===== config.mk =====
export PLATFORM = sky130hd
export DESIGN_NAME = oam_dma
export DESIGN_NICKNAME = d
export VERILOG_FILES = /design/src/rtl/oam_dma_pkg.sv /design/src/rtl/oam_dma.sv
export SDC_FILE = /design/constraint.sdc
export NUM_CORES = 1
export LEC_CHECK = 0
export ABC_AREA = 1
export BUFFER_PORTS_ARGS = -buffer_cell sky130_fd_sc_hd__buf_2
export CAP_MARGIN = 20
export CORE_MARGIN = 4
export CORE_UTILIZATION = 52
export CTS_CLUSTER_SIZE = 40
export DETAILED_ROUTE_END_ITERATION = 16
export PLACE_DENSITY = 0.9
export SYNTH_ARGS = -nofsm -noshare
export SYNTH_HDL_FRONTEND = slang
export SYNTH_SLANG_ARGS = --single-unit

===== constraint.sdc =====
create_clock -name clock -period 3.96 [get_ports clock]
set_clock_uncertainty 0.1 [all_clocks]
set_input_delay 0 -clock clock [delete_from_list [all_inputs] [get_ports clock]]
set_output_delay 0 -clock clock [all_outputs]
set_load 0.02 [all_outputs]

===== src/rtl/oam_dma_pkg.sv =====
// Shared state encodings and default bus addresses for the sprite DMA engine.
package oam_dma_pkg;

  typedef enum logic [2:0] {
    DMA_STATE_IDLE  = 3'd0,
    DMA_STATE_HALT  = 3'd1,
    DMA_STATE_ALIGN = 3'd2,
    DMA_STATE_READ  = 3'd3,
    DMA_STATE_WRITE = 3'd4
  } dma_state_t;

  localparam logic [15:0] DEF_TRIGGER_ADDR  = 16'h4014;
  localparam logic [15:0] DEF_OAM_DATA_ADDR = 16'h2004;

endpackage


===== src/rtl/oam_dma.sv =====
// Sprite DMA: a CPU write to TRIGGER_ADDR halts the CPU and copies one page to OAM.
// Optional DMC sample stealing is enabled with `define OAM_DMA_DMC_STEAL_EN.
module oam_dma
  import oam_dma_pkg::*;
#(
  parameter logic [15:0] TRIGGER_ADDR  = DEF_TRIGGER_ADDR,
  parameter logic [15:0] OAM_DATA_ADDR = DEF_OAM_DATA_ADDR,
  parameter int          XFER_LEN      = 256
) (
  input  logic        clock,
  input  logic        reset,
  input  logic [15:0] cpu_addr,
  input  logic [7:0]  cpu_data_out,
  input  logic        cpu_rw,
  input  logic [7:0]  bus_data_in,
  output logic [15:0] bus_addr,
  output logic [7:0]  bus_data_out,
  output logic        bus_rw,
  output logic        cpu_halt,
  output logic        dma_active
`ifdef OAM_DMA_DMC_STEAL_EN
  ,
  input  logic        dmc_req,
  input  logic [15:0] dmc_addr,
  output logic [7:0]  dmc_data,
  output logic        dmc_ack
`endif
);

  localparam logic [7:0] LAST_IDX = 8'(XFER_LEN - 1);

  dma_state_t state;
  logic       parity;
  logic [7:0] idx;
  logic [7:0] page;
  logic [7:0] data_buf;
  logic       trigger;

  assign trigger = !cpu_rw && (cpu_addr == TRIGGER_ADDR);

`ifdef OAM_DMA_DMC_STEAL_EN
  // oam_run separates a real sprite transfer from a halt taken only for a DMC fetch.
  logic oam_run;

  always_ff @(posedge clock) begin
    if (reset) begin
      state    <= DMA_STATE_IDLE;
      parity   <= 1'b0;
      idx      <= 8'd0;
      page     <= 8'd0;
      data_buf <= 8'd0;
      oam_run  <= 1'b0;
      dmc_data <= 8'd0;
      dmc_ack  <= 1'b0;
    end else begin
      parity  <= ~parity;
      dmc_ack <= 1'b0;
      case (state)
        DMA_STATE_IDLE: begin
          if (trigger) begin
            page    <= cpu_data_out;
            idx     <= 8'd0;
            oam_run <= 1'b1;
            state   <= DMA_STATE_HALT;
          end else if (dmc_req) begin
            oam_run <= 1'b0;
            state   <= DMA_STATE_HALT;
          end
        end
        DMA_STATE_HALT:  state <= parity ? DMA_STATE_READ : DMA_STATE_ALIGN;
        DMA_STATE_ALIGN: state <= DMA_STATE_READ;
        DMA_STATE_READ: begin
          if (dmc_req) begin
            // Steal this get cycle; the put cycle after it becomes a dummy read.
            dmc_data <= bus_data_in;
            dmc_ack  <= 1'b1;
            state    <= oam_run ? DMA_STATE_ALIGN : DMA_STATE_IDLE;
          end else if (!oam_run) begin
            state <= DMA_STATE_IDLE;
          end else begin
            data_buf <= bus_data_in;
            state    <= DMA_STATE_WRITE;
          end
        end
        DMA_STATE_WRITE: begin
          if (idx == LAST_IDX) begin
            oam_run <= 1'b0;
            state   <= DMA_STATE_IDLE;
          end else begin
            idx   <= idx + 8'd1;
            state <= DMA_STATE_READ;
          end
        end
        default: state <= DMA_STATE_IDLE;
      endcase
    end
  end
`else
  always_ff @(posedge clock) begin
    if (reset) begin
      state    <= DMA_STATE_IDLE;
      parity   <= 1'b0;
      idx      <= 8'd0;
      page     <= 8'd0;
      data_buf <= 8'd0;
    end else begin
      parity <= ~parity;
      case (state)
        DMA_STATE_IDLE: begin
          if (trigger) begin
            page  <= cpu_data_out;
            idx   <= 8'd0;
            state <= DMA_STATE_HALT;
          end
        end
        // Reads must land on get cycles (parity 0), so insert ALIGN when the next cycle is a put.
        DMA_STATE_HALT:  state <= parity ? DMA_STATE_READ : DMA_STATE_ALIGN;
        DMA_STATE_ALIGN: state <= DMA_STATE_READ;
        DMA_STATE_READ: begin
          data_buf <= bus_data_in;
          state    <= DMA_STATE_WRITE;
        end
        DMA_STATE_WRITE: begin
          if (idx == LAST_IDX) begin
            state <= DMA_STATE_IDLE;
          end else begin
            idx   <= idx + 8'd1;
            state <= DMA_STATE_READ;
          end
        end
        default: state <= DMA_STATE_IDLE;
      endcase
    end
  end
`endif

  always_comb begin
    bus_addr     = cpu_addr;
    bus_data_out = cpu_data_out;
    bus_rw       = cpu_rw;
    case (state)
      DMA_STATE_HALT, DMA_STATE_ALIGN: bus_rw = 1'b1;
      DMA_STATE_READ: begin
        bus_addr = {page, idx};
        bus_rw   = 1'b1;
`ifdef OAM_DMA_DMC_STEAL_EN
        if (dmc_req) bus_addr = dmc_addr;
`endif
      end
      DMA_STATE_WRITE: begin
        bus_addr     = OAM_DATA_ADDR;
        bus_data_out = data_buf;
        bus_rw       = 1'b0;
      end
      default: ;
    endcase
  end

  assign cpu_halt   = (state != DMA_STATE_IDLE);
  assign dma_active = (state != DMA_STATE_IDLE);

endmodule


# Word level (Yosys, flattened, before mapping)
# Cells that the tools add are included.
# word_totals
reg_bits,28
inputBits,35
out_inout_bits,27
wordCells,33
# op_classes
addsub,1
eq_ne,8
n_mux,10
n_bitwise,1
reduce_logical,8
# op_table
operator,n
$pmux 16 s2,1
$mux 8,3
$eq 16x15->1 const B,1
$pmux 8 s2,1
$pmux 3 s5,1
$add 8x1->8 const B,1
$eq 8x8->1 const B,1
$eq 3x2->1 const B,2
$ne 2x2->1 const B,2
$eq 3x1->1 const B,1
$eq 3x3->1 const B,1
$logic_not 3->1,1
$mux 3,1
$reduce_and 3->1,1
$reduce_bool 3->1,1
$reduce_or 3->1,1
$mux 2,1
$pmux 1 s2,1
$reduce_and 2->1,1
$reduce_bool 2->1,1
$logic_and 1x1->1,1
$logic_not 1->1,1
$mux 1,1
$not 1->1,1

# Longest topological paths before layout
# Gate-level depths: netlist of run 1.
# depth
ltp_word,4
ltp_mapped,9
depth_no_buf,9

# Least setup slack after synthesis of run 1
# OpenSTA, ideal clock, no wires.
# synth_timing
kind,reg2out
startpoint,reg state[1]
endpoint,out bus_addr[10]
arrival_time_ns,1.393
slack_ns,2.467
stages_incl_launch_ff,6
n_path_buf,1
path_cell_list,dfxtp_1 -> nand2_1 -> nor2_2 -> inv_1 -> clkbuf_1 -> o21ai_0
# synth_between
elab_chain_cells,2
word_cells_on_any_way,3
cone_classes,2 x eq/ne; 1 x mux
# synth_lines
item,line_no,text
"start, declared",oam_dma.sv:32,dma_state_t state;
"start signal, assigned",oam_dma.sv:117,DMA_STATE_HALT: state <= parity ? DMA_STATE_READ : DMA_STATE_ALIGN;
$eq 3x3->1 / $eq 3x2->1 (equally long branches),oam_dma.sv:141,case (state)
$pmux 16 s2 *,oam_dma.sv:141,
"end, declared",oam_dma.sv:16,"output logic [15:0] bus_addr,"
# Mark *: on every way between the ends. The rest lies on a longest branch, timed or not.

# Final worst setup path of run 1
# Same ends and word-level chain as after synthesis.

==> out/metrics.cfg, run 1 <==
[run_status]
outcome=finished, final reports clean

[setup_path]
element_type_at_the_critical_path_end=output port
timing.critical_path.buf_inv=2
critical_path_peak_fanout=22
worstPathCellList=nand2_1, nor2_2, inv_1, o21ai_0, buf_2
crit_family=buffers and inverters
cpPeakStageDelay_ps=500
critPathSlowestCell=nor2_2
worst-endpoint-arrival_ps=2340
startpoint_type=flop
critPathKind=flop to output port
required_ps=3860

[route]
totalWireLength_mm=4.68
detail_route.wl_per_cell_um=13.3
route.antenna.remaining_nets=0
drcViolationCount=0
initialDrtViolationCount=116
vias_per_cell=5.25
dr.pass1.iters=4
detailroute.via_count=1849

[final_layout]
final_non_filler_cell_total=352
drive_gt1_share_pct=24.6
net_count_reported_at_finish=359
area_grow_syn2layout_pct=28.9
diodes=0
ff_latch_area_um2=561
area_of_the_multi_input_gates_um2=861
fillerInstances=238
fin_util_pct=72.3

[power_and_ir_drop]
p_sw_w=0.000167
power.share.switching_pct=30.7
comb_power_share_pct=25.3
static-leakage-power_nw=1.06
pwr_density_cell_mw_per_mm2=264
sum_of_internal_switching_and_leakage_power_w=0.000545
power_frac_seq_pct=53.4
power.internal_w=0.000377
clock_share_of_power_pct=21.4
ir_worst_vdd_mv=0.170

[logic_synthesis]
syn_avg_cell_area_um2=6.35
synth_edf_count=0
postSynthNetCount=288
ys.flop_type=dfxtp_1
synth.most_common_cell=nand2_1
synth-seq-cells=28
synthesis.area_mm2=0.00160
synthesis.yosys.warnings=0
synthArstFlopShare_pct=0
synth-seq-area-share_pct=35.0
yosys.cell_types.count=28
synthDominantCellAreaShare_pct=35.0
post_synth_most_frequent_cells=nand2_1 (65), nor2_1 (46), dfxtp_1 (28)
postSynthCellCount=252
synth_largest_area_cell=dfxtp_1
yosys-top-cells-area=dfxtp_1 (35%), nand2_1 (15%), nor2_1 (11%)

[cts]
post_cts_buffers=0
worstSkewPairLatency_ps=320
htreeDepth=1
postCtsResizedCells=0
worst_setup_hold_path_clk_slew_ps=140
clock_tree.buffer_depth=2
clock_tree_root_driver_cell=clkbuf_4
tritoncts_buffer_count=3
cts_hold_buffers=17
tritoncts=yes
numClockSinks=28

[timing]
worstMarginPinSlew_ps=652
fin_tns_setup_ps=0
hold_violations=0
slew_viol_final=0
fin_crit_ps=2440
setup_repair_after_global_routing_missed_its_margin=false
fmaxAchievable_mhz=409
finalSetupViolCount=0
fraction_of_the_cycle_the_final_worst_path_needs_pct=61.7
timing.max_slew.rel_slack_pct=56.5

[grt]
overall_overflow_remaining_after_global_route=0
grt_start_max_net_pins=26
grt_usage_pct=23.7
antenna_found_initial=0
vias_in_the_first_global_route=1737
grt_first_pass_wirelength_mm=7.67

[floorplan]
die_width_um=63.5
fp.dieArea_mm2=0.00403
coreArea_mm2=0.00285
die_height_um=63.5
pin_count=62
start_util_pct=56.1
rows=19

[place]
gp_congestion=0.872
dpl.hpwl_mm=3.23
place.detailed.instances=332
port_buffers=61

[hold_path]
holdCritPathClass=input pin to flop

[job]
max_cap_violations=0

-- cell type report --
type | count | area share [%]
Multi-Input combinational cell | 184 | 41.7
Sequential cell | 28 | 27.2
Timing Repair Buffer | 78 | 23.0
Inverter | 28 | 5.09
Tap cell | 31 | 1.88
Clock buffer | 3 | 1.09
-- layout by cell type, fill, tap and decap left out, drive strengths merged --
cell / synthesis / final
nand2: 66 / 66
buf: 6 / 61
nor2: 51 / 51
dfxtp: 28 / 28
inv: 28 / 28
o21ai: 21 / 21
nand3: 18 / 18
dlygate4sd3: 0 / 17
a21oi: 9 / 9
nor3b: 7 / 7
o22ai: 4 / 4
clkbuf: 6 / 3
nor3: 2 / 2
a21boi: 2 / 2
xor2: 1 / 1
or2: 1 / 1
o21bai: 1 / 1
ha: 1 / 1
-- worst min-delay path, cell delays in order --
cell	delay, ps
buf_2	80
inv_1	40
nand3_1	60
nor2_1	60
nand2_1	60
nand2_1	50
nand2_1	60
nor2_1	30
-- flip-flops by register name (all words and copies together), names as in the netlist --
name      cells
data_buf      8
idx           8
page          8
state         3
parity        1
-- path summary, 6_finish.rpt --
| path | from | endpoint | slack, ps | cells past startpoint |
|---|---|---|---|---|
| setup / recovery | state[1]$_SDFFE_PP0P_ | bus_addr[10] | 1520 | 5 |
| hold reg to reg | parity$_SDFF_PP0_ | parity$_SDFF_PP0_ | 320 | 1 |
| setup reg to reg | state[0]$_SDFFE_PP0P_ | idx[7]$_SDFFE_PP0P_ | 1970 | 8 |
| hold / removal | cpu_addr[0] | state[0]$_SDFFE_PP0P_ | 30 | 8 |
-- stage by stage --
| step | setup slack [ps] | hold slack [ps] | instance area (µm²) |
|---|---|---|---|
| global placement | 1930 | 123 | 1870 |
| detailed placement | 1930 | 132 | 1870 |
| CTS | 1550 | 21.8 | 2060 |
| global route | 1310 | 81.1 | 2060 |
| floorplan | 2470 | 34.9 | 1600 |
| finish | 1520 | 34.9 | 2060 |
-- kinds of logic (layout without fill, tap and decap cells) --
group	Yosys count	in the layout	share of synthesized area, %
buf+inv	40	109	11.2
flops	28	28	35.0
fa+ha+maj	1	1	0.782
simple gates	145	145	39.9
xor+xnor	1	1	0.547
compound gates	37	37	12.6
-- power groups by stage --
stage | combinational [W] | sequential, W | clock (W)
after floorplan | 0.0000764 | 0.000296 | 0
after global placement | 0.000121 | 0.000297 | 0
after detailed placement | 0.000122 | 0.000297 | 0
after CTS | 0.000136 | 0.000291 | 0.000117
after global routing | 0.000151 | 0.000292 | 0.000128
final | 0.000138 | 0.000291 | 0.000116
-- layer usage --
metal,track usage [%],routed length [µm]
met5,0,0
met4,9.16,116
met3,4.09,500
met2,40.2,2190
met1,29.7,1880
No activity file was read; power rests on OpenSTA's default activity.
==> run 2: changes to the inputs <==
Settings changed: CORE_UTILIZATION 52 to 44, PLACE_DENSITY 0.9 to 0.82.
Clock period 3.96 ns to 2.1 ns, I/O delays scaled along.
==> run 2 against run 1 <==
Effect of this change:
- largest cell class unchanged
- via count increased by 0.54%
- utilization shrank 8.2 points
- largest power group unchanged
- hold slack got worse by 24 ps
- non-clock buffer count rose by 8
- sequential share of layout area is 1.6 points lower
- design area rose by 6.2%
- die area increased by 16%
- first-iteration DRC count rose by 16%
==> out/metrics.cfg, run 2 (synthesis results as in run 1) <==
[hold_path]
hp-start=cpu_addr[0]  ; unchanged
timing.hold.worst_path_depth=8  ; unchanged
timing.hold.worst_endpoint=state[0]$_SDFFE_PP0P_  ; unchanged
holdCritPathClass=input pin to flop  ; unchanged

[place]
place.detailed.instances=351  ; was 332
gp_congestion=0.931  ; was 0.872
dp_slack_ps=295  ; was 1930 ps
dpl.hpwl_mm=3.30  ; was 3.23 mm
dpl-instance-area_mm2=0.00192  ; was 0.00187 mm²
port_buffers=61  ; unchanged

[timing]
finalSetupViolCount=0  ; unchanged
fraction_of_the_cycle_the_final_worst_path_needs_pct=93.6
setup_repair_after_global_routing_missed_its_margin=false  ; unchanged
fin_crit_ps=1970
final.hold.worst_slack_ps=10.7  ; was 34.9 ps
hold_violations=0  ; unchanged
fin_tns_setup_ps=0  ; unchanged
slew_viol_final=0  ; unchanged
timing.max_slew.rel_slack_pct=75.4  ; was 56.5%
worstMarginPinSlew_ps=369  ; was 652 ps
fmaxAchievable_mhz=509
finalWorstSetupSlack_ps=135  ; was 1520 ps

[run_status]
outcome=finished, final reports clean  ; unchanged

[cts]
clock_tree.buffer_depth=2  ; unchanged
numClockSinks=28  ; unchanged
htreeDepth=1  ; unchanged
tritoncts_buffer_count=3  ; unchanged
worst_setup_hold_path_clk_slew_ps=150  ; was 140 ps
tritoncts=yes  ; unchanged
worstSkewPairLatency_ps=330  ; was 320 ps
clock_tree_root_driver_cell=clkbuf_4  ; unchanged

[power_and_ir_drop]
static-leakage-power_nw=1.11  ; was 1.06 nW
pwr_density_cell_mw_per_mm2=532  ; was 264 mW/mm²
ir_worst_vdd_mv=0.606  ; was 0.170 mV

[floorplan]
die_width_um=68.3  ; was 63.5 µm
coreArea_mm2=0.00342  ; was 0.00285 mm²
start_util_pct=46.8  ; was 56.1%
rows=21  ; was 19
pin_count=62  ; unchanged
die_height_um=68.3  ; was 63.5 µm
fp.dieArea_mm2=0.00467  ; was 0.00403 mm²

[final_layout]
diodes=0  ; unchanged
top_regs=data_buf x8, idx x8, page x8  ; unchanged
layout.cells.most_common=nand2_1  ; unchanged
ff_latch_area_um2=561  ; unchanged
drive_gt1_share_pct=27.2  ; was 24.6%
total_non_filler_cell_area_in_the_finished_layout_mm2=0.00219  ; was 0.00206 mm²
area_of_the_multi_input_gates_um2=866  ; was 861 µm²
area_grow_syn2layout_pct=36.9  ; was 28.9%
final_non_filler_cell_total=377  ; was 352
mostFrequentLayoutCells=nand2_1 (65), buf_2 (61), nor2_1 (46)  ; unchanged
net_count_reported_at_finish=368  ; was 359
fillerInstances=308  ; was 238

[setup_path]
setup.reg_to_reg.worst_slack_ps=340  ; was 1970 ps
worst-endpoint-arrival_ps=1870  ; was 2340 ps
critical_path_peak_fanout=11  ; was 22
critPathKind=flop to output port  ; unchanged
startpoint_type=flop  ; unchanged
required_ps=2000  ; was 3860 ps
reg2reg_depth=9  ; was 8
reg_to_reg_startpoint=idx[0]$_SDFFE_PP0P_  ; was state[0]$_SDFFE_PP0P_
worstReg2RegEnd=state[0]$_SDFFE_PP0P_  ; was idx[7]$_SDFFE_PP0P_
element_type_at_the_critical_path_end=output port  ; unchanged

[grt]
antenna_found_initial=0  ; unchanged
overall_overflow_remaining_after_global_route=0  ; unchanged
vias_in_the_first_global_route=1635  ; was 1737
grt_first_pass_wirelength_mm=7.49  ; was 7.67 mm
grt_start_max_net_pins=19  ; was 26
grt_usage_pct=21.3  ; was 23.7%

[route]
met1_wire_length_mm=2.09  ; was 1.88 mm
vias_per_cell=4.93  ; was 5.25
totalWireLength_mm=4.64  ; was 4.68 mm
met2_length_mm=2.15  ; was 2.19 mm
initialDrtViolationCount=135  ; was 116
detail_route.wl_per_cell_um=12.3  ; was 13.3 µm
route.antenna.remaining_nets=0  ; unchanged
detailroute.via_count=1859  ; was 1849
dr.pass1.iters=4  ; unchanged
detailroute.wirelength.met3_um=336  ; was 500 µm
drcViolationCount=0  ; unchanged
dr.max_layer_used=met4  ; unchanged

[job]
max_cap_violations=0  ; unchanged

-- run 2: repair_timing --
item / 4_1_cts / 5_1_grt
endpoints found under the hold margin: 26 / 0
buffers inserted: 0 / 4
gates resized for setup: 3 / 2
hold buffers: 17 / 0
setup endpoints to repair: 12 / 11
gates cloned: 1 / 0
pin swaps: 0 / 1
-- run 2: worst max-delay path by stage --
stage,slack (ps),from,end
floorplan,610,state[1]$_SDFFE_PP0P_,bus_addr[10]
global placement,410,idx[0]$_SDFFE_PP0P_,state[0]$_SDFFE_PP0P_
detailed placement,300,state[1]$_SDFFE_PP0P_,bus_addr[12]
CTS,80,state[1]$_SDFFE_PP0P_,bus_addr[12]
global route,10,state[1]$_SDFFE_PP0P_,bus_addr[11]
finish,130,state[1]$_SDFFE_PP0P_,bus_addr[10]
-- run 2: routing by layer --
metal,global-route usage [%],vias up
met5,0,-
met4,5.46,0
met3,4.43,6
met2,34.9,65
met1,28.4,838
li1,-,950
-- run 2: critical path, cell delays in order, from the launching register on --
cell and delay [ps]:
dfxtp_1 410, nand2_1 130, nor2_4 290, clkinvlp_4 140, buf_4 190, o21ai_0 170
buf_2 200
-- run 2: area by class of cell --
cell class / instances / area share [%]
Clock buffer: 3 / 1.03
Clock inverter: 1 / 1.37
Inverter: 28 / 5.08
Multi-Input combinational cell: 184 / 39.5
Sequential cell: 28 / 25.6
Tap cell: 46 / 2.63
Timing Repair Buffer: 86 / 24.4
Timing Repair inverter: 1 / 0.343
-- run 2: report_power, final --
group / switching, W / leakage [nW] / internal, W
logic: 0.000156 / 0.857 / 0.000106
registers: 0.00000754 / 0.226 / 0.000541
clock network: 0.000161 / 0.0279 / 0.000193
-- run 2: through the flow --
step	utilization (%)	total power, W
detailed placement	56.2	0.000795
CTS	63.2	0.00117
global route	64.1	0.00122
finish	64.1	0.00117
global placement	56.2	0.000791
floorplan	-	0.000703
